--- src/rtl/ef_smsdac_pkg.sv ---
// Shared constants, types and helpers for the
// mismatch-shaping DAC segment decoder/monitor.
package ef_smsdac_pkg;

  localparam int NSEG      = 8;
  localparam int CODE_W    = 9;
  localparam int IMB_W     = 6;
  localparam int IMB_BOUND = 2;
  localparam int CNT_W     = 16;

  typedef logic [1:0] seg_t;

  typedef struct packed {
    logic              v;
    seg_t [NSEG-1:0]   y;
    logic [CODE_W-1:0] ref_code;
  } st1_t;

  function automatic int unsigned seg_weight(
    input int   k,
    input seg_t sel
  );
    int unsigned cnt;
    cnt = int'(sel[0]) + int'(sel[1]);
    return cnt << k;
  endfunction

endpackage

--- src/rtl/ef_smsdac_msd_seg.sv ---
// Per-segment element-usage imbalance tracker
// with saturation and sticky shaping-violation flag.
module ef_smsdac_msd_seg
  import ef_smsdac_pkg::*;
#(
  parameter int W     = IMB_W,
  parameter int BOUND = IMB_BOUND
) (
  input  logic clk,
  input  logic rst,
  input  logic clr,
  input  logic en_shape,
  input  logic in_valid,
  input  seg_t sel,
  output logic flag
);

  localparam logic signed [W-1:0] SMAX =
    W'((2 ** (W - 1)) - 1);
  localparam logic signed [W-1:0] SBND =
    W'(BOUND);

  logic signed [W-1:0] acc;
  logic signed [W-1:0] nxt;
  logic                inc;
  logic                dec;
  logic                over;

  assign inc = (sel == 2'b10);
  assign dec = (sel == 2'b01);

  // next accumulator value, clamped at +/-SMAX
  always_comb begin
    nxt = acc;
    unique case (1'b1)
      inc: if (acc != SMAX) nxt = acc + 1'b1;
      dec: if (acc != -SMAX) nxt = acc - 1'b1;
      default: nxt = acc;
    endcase
  end

  assign over = (nxt > SBND) || (nxt < -SBND);

  // accumulate while armed; flag sticks on overflow
  always_ff @(posedge clk) begin
    if (rst || clr) begin
      acc  <= '0;
      flag <= 1'b0;
    end else if (in_valid && en_shape) begin
      acc <= nxt;
      if (over) flag <= 1'b1;
    end
  end

endmodule

--- src/rtl/ef_smsdac_msd.sv ---
// Segment decoder/monitor: rebuilds the DAC code,
// checks it against a reference, tracks imbalance.
module ef_smsdac_msd
  import ef_smsdac_pkg::*;
(
  input  logic                clk,
  input  logic                rst,
  input  logic                clr,
  input  logic                en_shape,
  input  logic                in_valid,
  input  logic [2*NSEG-1:0]   y,
  input  logic [CODE_W-1:0]   code_ref,
  output logic                dec_valid,
  output logic [CODE_W-1:0]   dec_code,
  output logic                code_err,
  output logic [NSEG-1:0]     imb_flag,
  output logic [CNT_W-1:0]    err_cnt,
  output logic [CNT_W-1:0]    sample_cnt
);

  st1_t              s1;
  logic [CODE_W-1:0] sum;

  // stage 1: capture the accepted sample
  always_ff @(posedge clk) begin
    if (rst) begin
      s1 <= '0;
    end else begin
      s1.v <= in_valid;
      if (in_valid) begin
        s1.y        <= y;
        s1.ref_code <= code_ref;
      end
    end
  end

  // weighted element count across all segments
  always_comb begin
    sum = '0;
    for (int k = 0; k < NSEG; k++) begin
      sum = sum + CODE_W'(seg_weight(k, s1.y[k]));
    end
  end

  // stage 2: registered decode and compare
  always_ff @(posedge clk) begin
    if (rst) begin
      dec_valid <= 1'b0;
      dec_code  <= '0;
      code_err  <= 1'b0;
    end else begin
      dec_valid <= s1.v;
      code_err  <= s1.v && (sum != s1.ref_code);
      if (s1.v) dec_code <= sum;
    end
  end

  // saturating counters; clr beats same-cycle events
  always_ff @(posedge clk) begin
    if (rst || clr) begin
      sample_cnt <= '0;
      err_cnt    <= '0;
    end else begin
      if (in_valid && (sample_cnt != '1))
        sample_cnt <= sample_cnt + 1'b1;
      if (code_err && (err_cnt != '1))
        err_cnt <= err_cnt + 1'b1;
    end
  end

  for (genvar k = 0; k < NSEG; k++) begin : g_seg
    ef_smsdac_msd_seg u_seg (
      .clk      (clk),
      .rst      (rst),
      .clr      (clr),
      .en_shape (en_shape),
      .in_valid (in_valid),
      .sel      (y[2*k +: 2]),
      .flag     (imb_flag[k])
    );
  end

endmodule
--- config.mk ---
export PLATFORM = sky130hd
export DESIGN_NAME = ef_smsdac_msd
export DESIGN_NICKNAME = d
export VERILOG_FILES = /design/src/rtl/ef_smsdac_pkg.sv /design/src/rtl/ef_smsdac_msd_seg.sv /design/src/rtl/ef_smsdac_msd.sv
export SDC_FILE = /design/constraint.sdc
export NUM_CORES = 1
export LEC_CHECK = 0
export ABC_AREA = 1
export CAP_MARGIN = 20
export CORE_MARGIN = 8
export CORE_UTILIZATION = 55
export DETAILED_ROUTE_END_ITERATION = 6
export HOLD_SLACK_MARGIN = 0.08
export PLACE_DENSITY = 0.77
export RECOVER_POWER = 100
export REMOVE_ABC_BUFFERS = 1
export SYNTH_ARGS = -nofsm -noshare
export SYNTH_HDL_FRONTEND = slang
export SYNTH_SLANG_ARGS = --single-unit
export TNS_END_PERCENT = 10
--- constraint.sdc ---
create_clock -name clk -period 2.3 [get_ports clk]
set_clock_uncertainty 0.1 [all_clocks]
set_input_delay 0.345 -clock clk [delete_from_list [all_inputs] [get_ports clk]]
set_output_delay 0.345 -clock clk [all_outputs]
set_load 0.02 [all_outputs]
======== Word-level counts from Yosys, hierarchy flattened ========
Index checks and enable logic that the tools add are counted.
storage, ports and cells
  register bits ........................... 125
  bits of input ports ..................... 30
operators by class
  add/sub/neg operators ................... 33
  magnitude comparators ................... 16
  equal/unequal tests ..................... 35
  multiplexer cells ....................... 24
  reduce and logical (&&, ||, !) cells .... 21
operators by type and width
  kind                                                                              number
  6-bit two-way mux                                                                 16
  6-bit inequality test (second input constant)                                     16
  6-bit one-hot mux with 2 select lines                                             8
  6-bit by 1-bit adder with 6-bit output (second input constant)                    8
  6-bit by 3-bit greater-than comparator with 1-bit output (second input constant)  8
  6-bit by 2-bit < comparator with 1-bit output (second input constant)             8
  6-bit by 1-bit subtractor with 6-bit output (second input constant)               8
  16-bit by 1-bit adder with 16-bit output (second input constant)                  2
  16-bit inequality test (second input constant)                                    2
  1-bit by 1-bit adder with 2-bit output                                            8
  2-bit by 1-bit equality test with 1-bit output (second input constant)            8
  2-bit equality test (second input constant)                                       8
  2-bit AND reduction                                                               8
  8-bit by 8-bit adder with 9-bit output                                            1
  9-bit adder                                                                       1
  1-bit logical OR                                                                  9
  9-bit inequality test                                                             1
  7-bit by 7-bit adder with 8-bit output                                            1
  6-bit by 6-bit adder with 7-bit output                                            1
  5-bit by 5-bit adder with 6-bit output                                            1
  4-bit by 4-bit adder with 5-bit output                                            1
  2-bit by 3-bit adder with 4-bit output                                            1
  1-bit logical AND                                                                 4

======== Logic depth before layout (Yosys ltp) ========
  word-level depth ........................ 10
  gate-level depth with buffers ........... 16
  depth with buffers taken out ............ 16

======== By module ========
A second synthesis with hierarchy kept.
unflattened totals
  cells, all modules ...................... 1526
  area total of the unflattened synthesis .. 9369.0 um^2
modules (own cells, without submodules)
  module             instances  cells an instance  area each (um^2)
  ef_smsdac_msd_seg  8          126                726.9
  ef_smsdac_msd      1          518                3553.4

======== Worst setup path after synthesis ========
No wires, ideal clock.
  kind .................................... register to register
  from .................................... reg s1[13] in the netlist's numbering
  to ...................................... reg code_err
  arrival ................................. 1749 ps
  required time ........................... 2091 ps
  slack ................................... 342 ps
  cell stages (with the launch flop) ...... 16
  path buffers ............................ 0
  period minus slack after synthesis ...... 1958 ps
  cell sequence ........................... dfxtp_1 > ha_1 > ha_1 > nand2_1 > o21ai_1 > inv_1 > nand2_1 > nand2_1 > nand2_1 > nand2_1 > nor2_1 > nand2_1 > nor2_1 > nand4_1 > nand2_1 > inv_1
on the way
  longest elaborated chain between the ends .. 9
ends and longest elaborated chain
  element                                 line                 text
  start, declared                         ef_smsdac_msd.sv:21  st1_t s1;
  1-bit by 1-bit adder with 2-bit output  ef_smsdac_pkg.sv:24  cnt = int'(sel[0]) + int'(sel[1]);
  4-bit by 4-bit adder with 5-bit output  ef_smsdac_msd.sv:41  sum = sum + CODE_W'(seg_weight(k, s1.y[k]));
  5-bit by 5-bit adder with 6-bit output  ef_smsdac_msd.sv:41
  6-bit by 6-bit adder with 7-bit output  ef_smsdac_msd.sv:41
  7-bit by 7-bit adder with 8-bit output  ef_smsdac_msd.sv:41
  8-bit by 8-bit adder with 9-bit output  ef_smsdac_msd.sv:41
  9-bit adder                             ef_smsdac_msd.sv:41
  9-bit inequality test                   ef_smsdac_msd.sv:53  code_err <= s1.v && (sum != s1.ref_code);
  1-bit logical AND                       ef_smsdac_msd.sv:53
  end signal, assigned                    ef_smsdac_msd.sv:53
  end, declared                           ef_smsdac_msd.sv:15  output logic code_err,
No other way between the ends.
A chain may end at the register's enable or synchronous reset.

======== Worst setup path after layout ========
  from .................................... reg s1[14] in the netlist's numbering
  to ...................................... reg code_err
The elaborated chain is that of the path after synthesis.

==> metrics.md <==
| Metric | Value |
|---|---|
| CP Max Fanout | `4` |
| GR Util met2 | `about two fifths` |
| DP HPWL | `approximately 18 mm` |
| DRT iter0 DRCs | `around 730` |
| Nets | `~1,700` |
| Layout cells sized above 1 | `~8.5%` |
| Worst Path Arrival | `approximately 2400 ps` |
| Initial antenna violation count | `0` |
| Area share of the largest cell type after synthesis | `27.0%` |
| Hold crit path type | `reg -> reg` |
| Worst r2r dst | `code_err` |
| Post-route antenna net violation count | `0` |
| Worst Setup Start Kind | `flip-flop` |
| Max VDD drop | `0.539 mV` |
| CTS Buffer Depth | `2` |
| Worst slew margin | `between 20% and 30%` |
| Initial DRT Pass Iterations | `5` |
| Drt via density | `5.33` |
| Slowest CP cell | `ha_1` |
| Antenna Cells | `0` |
| Hold-fix buffers, CTS | `0` |
| Pin slew with the least headroom to its limit | `about 1100 ps` |
| Mapped Area | `a little over 9000 um^2` |
| Number of global-route vias before repair | `between 8,000 and 9,000` |
| Setup Viol. Count Final | `0` |
| Yosys warns | `0` |
| Die Y | `146 um` |
| Unique masters post-synth | `43` |
| Worst R2R Path Depth | `15` |
| Most Crowded Layer GR | `met2` |
| MaxCap Viol Count | `0` |
| EDFF count, synth | `0` |
| H-Tree Level Count | `4` |
| Tcrit/Tclk final | `between 90 and 100%` |
| P_leak | `about 0.0053 uW` |
| Largest net degree at the start of global routing | `70` |
| Critical-path cell list | `ha_1 > ha_4 > nand2_1 > o21ai_2 > inv_1 > nand2_2 > nand2_1 > nand2_1 > nand2_1 > nor2_2 > nand2_1 > nor2_1 > nand4_1 > nand2_1 > inv_1` |
| Clock-pin slew on the worst setup and hold paths | `~60 ps` |
| Via count | `9,639` |
| Core area | `16,500 um^2` |
| Async set-reset flop share out of synthesis | `0%` |
| PwrDens | `roughly 590 nW/um^2` |
| Starting Density | `a little under three fifths` |
| Status | `completed` |
| Critical Path RT | `2520 ps` |
| Sum of negative setup slack | `0 ps` |
| R2R Setup Slk | `100 ps` |
| Crit end category | `flip-flop` |
| Congestion Overflow GR | `0` |
| Count leader, synth | `nand2_1` |
| Drt wl/cell | `13.3 um` |
| Max incr delay on CP | `~330 ps` |
| Die width | `roughly 150 um` |
| Root Driver | `clkbuf_16` |
| IO Pins | `between 80 and 90` |
| Final Critical Period | `2200 ps` |
| Unrepaired setup endpoints after global routing | `true` |
| Worst-Skew Late Latency | `approximately 420 ps` |
| M3 GR Usage | `4.48%` |
| # DRC | `0` |
| Fin. max-slew vios | `0` |
| Most used flip-flop cell after synthesis | `dfxtp_1` |
| Commonest cells post-synth | `nand2_1, inv_1, nor2_1, nand3_1, dfxtp_1` |
| Maximum clock rate | `around 460 MHz` |
| Post-Syn Area per Cell | `between 6 and 7 um^2` |
| CP most frequent cell | `nand2_1` |
| Count of standard-cell rows | `47` |
| Synthesized instance count | `between 1,000 and 1,500` |
| Critical path destination | `code_err` |
| Finished Core Util | `between 60% and 70%` |
| Gr usage total | `between 20% and 30%` |
| # port buffers | `80` |
| RR Startpoint | `s1[14]` |
| Num CTS Buffers | `17` |
| Critical Path Source | `s1[14]` |
| GP Congestion | `between 0.9 and 1` |
| CTS Sinks | `between 100 and 150` |
| Critical path class | `reg -> reg` |
| Top post-synthesis cells by area | `dfxtp_1, nand2_1, nand3_1` |
| Layout area overhead | `18.7%` |
| Area leader, netlist | `dfxtp_1` |
| Met1 global-route usage | `around 28%` |
| Sequential cell area fraction in the yosys report | `~27%` |
| Post-Route WL | `~24 mm` |
| Die area | `between 20,000 and 25,000 um^2` |
| Final number of hold-violating endpoints | `0` |
| Synth Register Bits | `approximately 130` |
| Wire length of the first global-routing pass | `40.7 mm` |
| CTS tree | `built` |
[worst max-delay path, delay by kind of cell, from the launching register on]
kind / cells / cell delay [ps]
DFF: 1 / 320
buffers and inverters: 2 / 100
adders and majority gates: 2 / 620
AOI/OAI and AO/OA: 1 / 190
and+or+nand+nor: 10 / 760
[cell type report]
class                      instances  area, um^2
clock inverter                    13         189
timing repair buffer             116        1080
fill                            1483        5540
sequential                       125        2500
inverter                         203         762
multi-input combinational       1111        5720
tap                              220         275
clock buffer                      19         453
[how the worst min path moves through the flow]
stage / from / to / slack, ps / depth (start not counted)
global route: g_seg[4].u_seg.flag / g_seg[4].u_seg.flag / 410 / 2
finish: s1[8] / s1[8] / 380 / 2
global placement: s1[8] / s1[8] / 360 / 2
floorplan: rst / s1[25] / 320 / 1
CTS: s1[8] / s1[8] / 380 / 2
detailed placement: s1[8] / s1[8] / 370 / 2
[routing by layer]
layer  vias to the layer above  routed length (um)
li1                       4994                   -
met1                      4318               10800
met2                       278               11400
met3                        49                1270
met4                         0                 608
met5                         -                   0
[cell families after synthesis]
| group | count (synthesis) | synth area share, % |
|---|---|---|
| XOR/XNOR | 23 | 2.34 |
| AO/OA/AOI/OAI | 239 | 13.9 |
| buffers and inverters | 255 | 11.3 |
| flip-flops | 125 | 27.0 |
| adder cells (fa/ha/maj) | 57 | 7.70 |
| AND/OR/NAND/NOR | 792 | 37.7 |
[power by group]
group,total (uW),switching (uW),leakage (uW),internal [uW]
registers,2350,96.3,0.00102,2250
clock network,2880,1010,0.000298,1870
logic,1200,718,0.00398,485
[placed cells by master, fill, tap and decap left out, drive strengths merged, types with 12 or more instances in the layout]
master	instances
ha	57
buf	31
dlygate4sd3	53
nand3	152
clkdlybuf4s50	27
inv	202
o21ai	112
o211ai	19
xor2	12
nand2	395
nand4	36
dfxtp	125
clkbuf	24
a21oi	91
nor2	179
[repair_timing]
action,4_1_cts,5_1_grt
setup endpoints to repair,0,3
gates resized for setup,0,11
buffers inserted,0,2
[stage by stage]
stage / cells / hold slack [ps] / worst slack, ps / instance area, um^2 / total power (uW)
2_1_floorplan: 1439 / 317 / -402 / 8970 / 3180
6_report: 1807 / 382 / 104 / 11000 / 6430
5_1_grt: 1807 / 407 / -39.6 / 11000 / 6720
3_5_place_dp: 1773 / 368 / -66.8 / 10300 / 3570
4_1_cts: 1805 / 376 / 60.6 / 11000 / 6450
3_3_place_gp: 1773 / 360 / 44.8 / 10300 / 3550
[state kept, by name, indices dropped and copies added, names as in the netlist]
| signal | cells |
|---|---|
| g_seg.u_seg.acc | 48 |
| g_seg.u_seg.flag | 8 |
| err_cnt | 16 |
| dec_valid | 1 |
| dec_code | 9 |
| code_err | 1 |
| s1 | 26 |
| sample_cnt | 16 |
Note: power is estimated with default switching activity, not from simulation.
